--- src/rtl/if_id_stage.sv ---
// -----------------------------------------------------------------------------
// if_id_stage
//
// Instruction-fetch stage and IF/ID pipeline register for a 5-stage RV32I
// subset pipeline (R-type, I-type ALU, LW, SW, BEQ, LUI). It sits directly
// upstream of the main decoder. id_instr[6:0] is the decoder's opcode input.
//
// The block owns the program counter and drives the instruction-memory
// address from it. It captures the fetched word into IF/ID. It also resolves
// two pipeline hazards:
//   - load-use: the instruction in ID reads a register that the load in
//     ID/EX has not yet produced. IF and IF/ID hold for one cycle, and
//     id_bubble tells ID/EX to capture all-zero control.
//   - taken branch: EX redirects the PC and the IF/ID contents are
//     discarded. The ID/EX flush is handled downstream.
//
// Ports
//   clk            in   1      rising-edge clock
//   reset          in   1      asynchronous, active-low reset
//   instr_addr     out  PC_W   instruction-memory address (current PC)
//   instr_rdata    in   INS_W  instruction at instr_addr (same-cycle read)
//   branch_taken   in   1      EX resolved a taken branch this cycle
//   branch_target  in   PC_W   redirect address, valid with branch_taken
//   ex_mem_read    in   1      MemRead of the instruction in ID/EX
//   ex_rd          in   5      destination register of the instruction in ID/EX
//   id_pc          out  PC_W   PC of the instruction in ID
//   id_instr       out  INS_W  instruction in ID
//   id_valid       out  1      ID holds a real instruction
//   id_bubble      out  1      ID/EX captures zero control this cycle
// -----------------------------------------------------------------------------
module if_id_stage #(
    parameter int              PC_W     = 9,
    parameter int              INS_W    = 32,
    parameter logic [PC_W-1:0] RESET_PC = '0
) (
    input  logic             clk,
    input  logic             reset,
    output logic [PC_W-1:0]  instr_addr,
    input  logic [INS_W-1:0] instr_rdata,
    input  logic             branch_taken,
    input  logic [PC_W-1:0]  branch_target,
    input  logic             ex_mem_read,
    input  logic [4:0]       ex_rd,
    output logic [PC_W-1:0]  id_pc,
    output logic [INS_W-1:0] id_instr,
    output logic             id_valid,
    output logic             id_bubble
);

    // addi x0,x0,0. Loaded on reset and on flush so the decoder always sees
    // a harmless encoding when id_valid is low.
    localparam logic [INS_W-1:0] NOP_INSTR = INS_W'(32'h0000_0013);
    localparam logic [PC_W-1:0]  PC_STEP   = PC_W'(4);

    // Opcodes of the supported subset.
    localparam logic [6:0] OP_RTYPE  = 7'b0110011;
    localparam logic [6:0] OP_IALU   = 7'b0010011;
    localparam logic [6:0] OP_LOAD   = 7'b0000011;
    localparam logic [6:0] OP_STORE  = 7'b0100011;
    localparam logic [6:0] OP_BRANCH = 7'b1100011;

    // -------------------------------------------------------------------------
    // State
    // -------------------------------------------------------------------------
    logic [PC_W-1:0]  pc_q,       pc_d;
    logic [PC_W-1:0]  id_pc_q,    id_pc_d;
    logic [INS_W-1:0] id_instr_q, id_instr_d;
    logic             id_valid_q, id_valid_d;

    // -------------------------------------------------------------------------
    // Field decode on the registered ID instruction. Only IF/ID contents feed
    // the hazard logic, so there is no combinational path from instr_rdata to
    // any output.
    // -------------------------------------------------------------------------
    logic [6:0] id_opcode;
    logic [4:0] id_rs1;
    logic [4:0] id_rs2;
    logic       uses_rs1;
    logic       uses_rs2;

    assign id_opcode = id_instr_q[6:0];
    assign id_rs1    = id_instr_q[19:15];
    assign id_rs2    = id_instr_q[24:20];

    // LUI and unknown opcodes read no source register. They must never stall,
    // even when their immediate bits happen to alias rs1/rs2.
    always_comb begin
        uses_rs1 = 1'b0;
        uses_rs2 = 1'b0;
        case (id_opcode)
            OP_RTYPE:  begin uses_rs1 = 1'b1; uses_rs2 = 1'b1; end
            OP_IALU:   begin uses_rs1 = 1'b1; uses_rs2 = 1'b0; end
            OP_LOAD:   begin uses_rs1 = 1'b1; uses_rs2 = 1'b0; end
            OP_STORE:  begin uses_rs1 = 1'b1; uses_rs2 = 1'b1; end
            OP_BRANCH: begin uses_rs1 = 1'b1; uses_rs2 = 1'b1; end
            default:   begin uses_rs1 = 1'b0; uses_rs2 = 1'b0; end
        endcase
    end

    // -------------------------------------------------------------------------
    // Load-use detection
    // -------------------------------------------------------------------------
    logic rs1_hit;
    logic rs2_hit;
    logic load_use;

    assign rs1_hit  = uses_rs1 && (id_rs1 == ex_rd);
    assign rs2_hit  = uses_rs2 && (id_rs2 == ex_rd);

    // x0 is never written, so a load targeting it cannot create a dependency.
    // An empty ID slot also cannot depend on anything.
    assign load_use = id_valid_q && ex_mem_read && (ex_rd != 5'd0)
                      && (rs1_hit || rs2_hit);

    // A taken branch kills the instruction in ID. A stall bubble would be
    // redundant and would conflict with the downstream flush.
    assign id_bubble = load_use && !branch_taken;

    // -------------------------------------------------------------------------
    // Next-state selection: flush > stall > advance
    // -------------------------------------------------------------------------
    always_comb begin
        pc_d       = pc_q;
        id_pc_d    = id_pc_q;
        id_instr_d = id_instr_q;
        id_valid_d = id_valid_q;

        if (branch_taken) begin
            // Redirect. Discard the younger instruction sitting in IF/ID.
            pc_d       = branch_target;
            id_pc_d    = '0;
            id_instr_d = NOP_INSTR;
            id_valid_d = 1'b0;
        end else if (load_use) begin
            // Hold. The load leaves EX next cycle, so this lasts one cycle.
            pc_d       = pc_q;
            id_pc_d    = id_pc_q;
            id_instr_d = id_instr_q;
            id_valid_d = id_valid_q;
        end else begin
            // Advance. PC wraps modulo 2^PC_W through natural truncation.
            pc_d       = pc_q + PC_STEP;
            id_pc_d    = pc_q;
            id_instr_d = instr_rdata;
            id_valid_d = 1'b1;
        end
    end

    // -------------------------------------------------------------------------
    // Registers
    // -------------------------------------------------------------------------
    always_ff @(posedge clk or negedge reset) begin
        if (!reset) begin
            pc_q       <= RESET_PC;
            id_pc_q    <= '0;
            id_instr_q <= NOP_INSTR;
            id_valid_q <= 1'b0;
        end else begin
            pc_q       <= pc_d;
            id_pc_q    <= id_pc_d;
            id_instr_q <= id_instr_d;
            id_valid_q <= id_valid_d;
        end
    end

    // -------------------------------------------------------------------------
    // Outputs
    // -------------------------------------------------------------------------
    assign instr_addr = pc_q;
    assign id_pc      = id_pc_q;
    assign id_instr   = id_instr_q;
    assign id_valid   = id_valid_q;

endmodule
--- config.mk ---
export PLATFORM = sky130hd
export DESIGN_NAME = if_id_stage
export DESIGN_NICKNAME = d
export VERILOG_FILES = /design/src/rtl/if_id_stage.sv
export SDC_FILE = /design/constraint.sdc
export NUM_CORES = 1
export LEC_CHECK = 0
export CAP_MARGIN = 15
export CORE_ASPECT_RATIO = 0.8
export CORE_MARGIN = 2
export CORE_UTILIZATION = 44
export CTS_BUF_LIST = sky130_fd_sc_hd__clkbuf_8
export CTS_CLUSTER_SIZE = 16
export DETAILED_ROUTE_END_ITERATION = 8
export PLACE_DENSITY = 0.83
export REMOVE_ABC_BUFFERS = 1
export SLEW_MARGIN = 20
export SYNTH_ARGS = -nofsm -noshare
export SYNTH_HDL_FRONTEND = slang
export SYNTH_SLANG_ARGS = --single-unit
export TNS_END_PERCENT = 100
--- constraint.sdc ---
create_clock -name clk -period 2.7 [get_ports clk]
set_clock_uncertainty 0.15 [all_clocks]
set_input_delay 0.675 -clock clk [delete_from_list [all_inputs] [get_ports clk]]
set_output_delay 0.675 -clock clk [all_outputs]
set_load 0.05 [all_outputs]
==> metrics.log <==
INFO  metric outcome = complete, no violations
INFO  metric core_area = 0.00535 mm²
INFO  metric clkLatencyLatePin = 300 ps
INFO  metric die_height = 70.1 µm
INFO  metric number_of_clock_buffers_inserted_by_tritoncts = 5
INFO  metric synth_top_cell_by_area = sky130_fd_sc_hd__dfrtp_1
INFO  metric syn2layout_area_growth = 53.3%
INFO  metric route.antenna.remaining_nets = 0
INFO  metric rr_startpoint = id_instr[20]
INFO  metric drt_pass1_iterations = 4
INFO  metric ys_async_sr_fraction = 100%
INFO  metric detail_route.wl_per_cell = 15.6 µm
INFO  metric synth.yosys.warnings = 0
INFO  metric critical_path.endpoint_type = output port
INFO  metric min_period_over_period = 98.3%
INFO  metric synth_edf_count = 0
INFO  metric timing.setup.critical_path_class = in -> out
INFO  metric reg2regPathDepth = 7
INFO  metric ioPinCount = 102
INFO  metric power.share.combinational = 29.9%
INFO  metric wl_met1 = 2.80 mm
INFO  metric dp_hpwl = 4.65 mm
INFO  metric finalMaxSlewViolations = 0
INFO  metric layout.cells.most_common_list = 93 x sky130_fd_sc_hd__clkdlybuf4s50_1, 48 x sky130_fd_sc_hd__dfrtp_1, 33 x sky130_fd_sc_hd__nand3_1, 31 x sky130_fd_sc_hd__nand2_1, 31 x sky130_fd_sc_hd__o21ai_0
INFO  metric globalRouteTotalUtil = 21.5%
INFO  metric synth_sequential_area_ratio = 53.3%
INFO  metric routed.top_layer = met4
INFO  metric post_route_cells_drive_above_1_share = 13.5%
INFO  metric yosys_register_bits = 51
INFO  metric total_routed_length = 6.35 mm
INFO  metric antenna_found_initial = 0
INFO  metric syn_area_per_cell = 10.2 µm²
INFO  metric grt_pass1_vias = 2121
INFO  metric number_of_distinct_library_cells_after_synthesis = 38
INFO  metric routed-via-count = 2173
INFO  metric detailroute.wirelength.met3 = 345 µm
INFO  metric number_of_buffer_cells_added_on_primary_ports = 101
INFO  metric viasPerCell = 5.34
INFO  metric clock_power_share = 22.5%
INFO  metric cp_data_required_time = 1880 ps
INFO  metric seqPwrFrac = 47.6%
INFO  metric clock.fmax = 377 MHz
INFO  metric vdd.ir_drop.worst = 289 µV
INFO  metric tightest_slew = 567 ps
INFO  metric clkTransAtPathRegs = 80 ps
INFO  metric p_sw = 0.000598 W
INFO  metric p_int = 0.00122 W
INFO  metric worst_slack = 46.6 ps
INFO  metric global_route_wire_length_before_repair = 10.4 mm
INFO  metric clock-root-buffer = sky130_fd_sc_hd__clkbuf_8
INFO  metric hold_viol = 0
INFO  metric rd_place_congestion = 0.861
INFO  metric hold_class = in -> async
INFO  metric cts-root-to-sink-buffers = 2
INFO  metric worst_setup_path_start_kind = primary input
INFO  metric setup_viol = 0
INFO  metric n_antenna_cell = 0
INFO  metric worst_setup_path_startpoint = ex_rd[4]
INFO  metric post-route-min-period = 2650 ps
INFO  metric dp_slack = -403 ps
INFO  metric grt_max_degree = 38
INFO  metric max_cap_viol_count = 0
INFO  metric drc_errors = 0
INFO  metric slew-limit-headroom = 62.2%
INFO  metric power.share.switching = 32.9%
INFO  metric met2WireLength = 3.13 mm
INFO  metric critical_path_arrival = 1830 ps
INFO  metric synth.top_cell.area_share = 50.0%
INFO  metric crit_fanout = 2
INFO  metric cts.sinks = 51
INFO  metric fp.dieArea = 0.00607 mm²
INFO  metric htree_levels = 2
INFO  metric grt_remaining_overflow = 0
INFO  metric power.leakage = 1.61 nW
INFO  metric fin_nets = 392
INFO  metric die_width = 86.6 µm
INFO  metric ys_top_cells_by_area = sky130_fd_sc_hd__dfrtp_1 50%, sky130_fd_sc_hd__nand3_1 6.9%, sky130_fd_sc_hd__o21ai_0 6.5%
INFO  metric starting_density = 45.0%
INFO  metric commonest_non_fill_non_tap_cell_in_the_layout = sky130_fd_sc_hd__clkdlybuf4s50_1
INFO  metric finalHoldWorstSlack = 214 ps
INFO  metric synth_flop_cell = sky130_fd_sc_hd__dfrtp_1
INFO  metric synth_area = 0.00240 mm²
INFO  metric synthCells = 236
INFO  metric cts_tree = yes
INFO  metric rows = 24
INFO  metric pwr_density_cell = 494 mW/mm²
INFO  metric detail_route.iter0.violations = 82
-- routing by layer --
layer	track usage (%)	vias up
li1	-	1031
met1	29.2	1061
met2	34.5	73
met3	5.67	8
met4	5.21	0
met5	0	-
-- critical path, stage by stage --
cell	delay (ps)
sky130_fd_sc_hd__buf_6	100
sky130_fd_sc_hd__xnor2_1	150
sky130_fd_sc_hd__nand4_1	170
sky130_fd_sc_hd__o32ai_4	300
sky130_fd_sc_hd__and4_4	290
sky130_fd_sc_hd__buf_12	140
-- timing repair --
action	4_1_cts	5_1_grt
endpoints found under the hold margin	0	0
pin swaps	7	7
setup buffers	1	0
resized for setup	20	8
endpoints found under the setup margin	38	1
hold buffers	0	0
-- power groups by stage --
stage	registers (W)	logic (W)	clock network, W
6_report	0.000866	0.000543	0.000410
5_1_grt	0.000874	0.000574	0.000442
4_1_cts	0.000865	0.000541	0.000418
3_5_place_dp	0.000879	0.000541	0
3_3_place_gp	0.000876	0.000531	0
2_1_floorplan	0.00106	0.000105	0
-- final timing paths --
kind                                 to  slack (ps)
setup / recovery              id_bubble          50
hold / removal                 id_pc[6]         210
setup reg to reg               id_pc[4]         290
hold reg to reg            id_instr[11]         350
max in group asynchronous   id_instr[1]        1580
min in group clk           id_instr[11]         350
-- sequential cells by signal, summed over array words and instances (netlist names) --
register / cells
id_instr: 32
id_pc: 9
id_valid: 1
instr_addr: 9
-- cell families (layout without fill, tap and decap cells) --
logic type	after synthesis	in the layout	synth area share [%]
compound gates	50	50	13.3
xor+xnor	10	10	3.64
fa+ha+maj	1	1	0.520
buf+inv	23	129	4.63
flops	51	51	53.3
mux	10	10	5.78
simple gates	91	91	18.9
-- stage by stage --
step                      utilization [%]  instance area [µm²]  total power, W  std cells  TNS, ps
after global placement               66.6                 3560         0.00141        398   -12550
final                                68.9                 3680         0.00182        407        0
after CTS                            68.1                 3640         0.00182        407        0
after floorplan                         -                 2310         0.00116        218   -28680
after detailed placement             66.6                 3560         0.00142        398   -15680
after global routing                 68.9                 3680         0.00189        407    -16.9
-- layout make-up --
class	instances	area (µm²)
Clock buffer	5	68.8
Clock inverter	3	11.3
Fill cell	423	1660
Inverter	5	18.8
Multi-Input combinational cell	162	1060
Sequential cell	51	1280
Tap cell	65	81.3
Timing Repair Buffer	116	1160
-- cells in the mapped netlist (all sizes together), types with 4 or more instances --
master	n
clkbuf	10
dfrtp	48
inv	5
nand3	33
o21ai	31
nor2b	7
nand2	32
mux2	10
buf	8
a22o	4
nor2	4
xnor2	9
No activity file was read; power rests on OpenSTA's default activity.
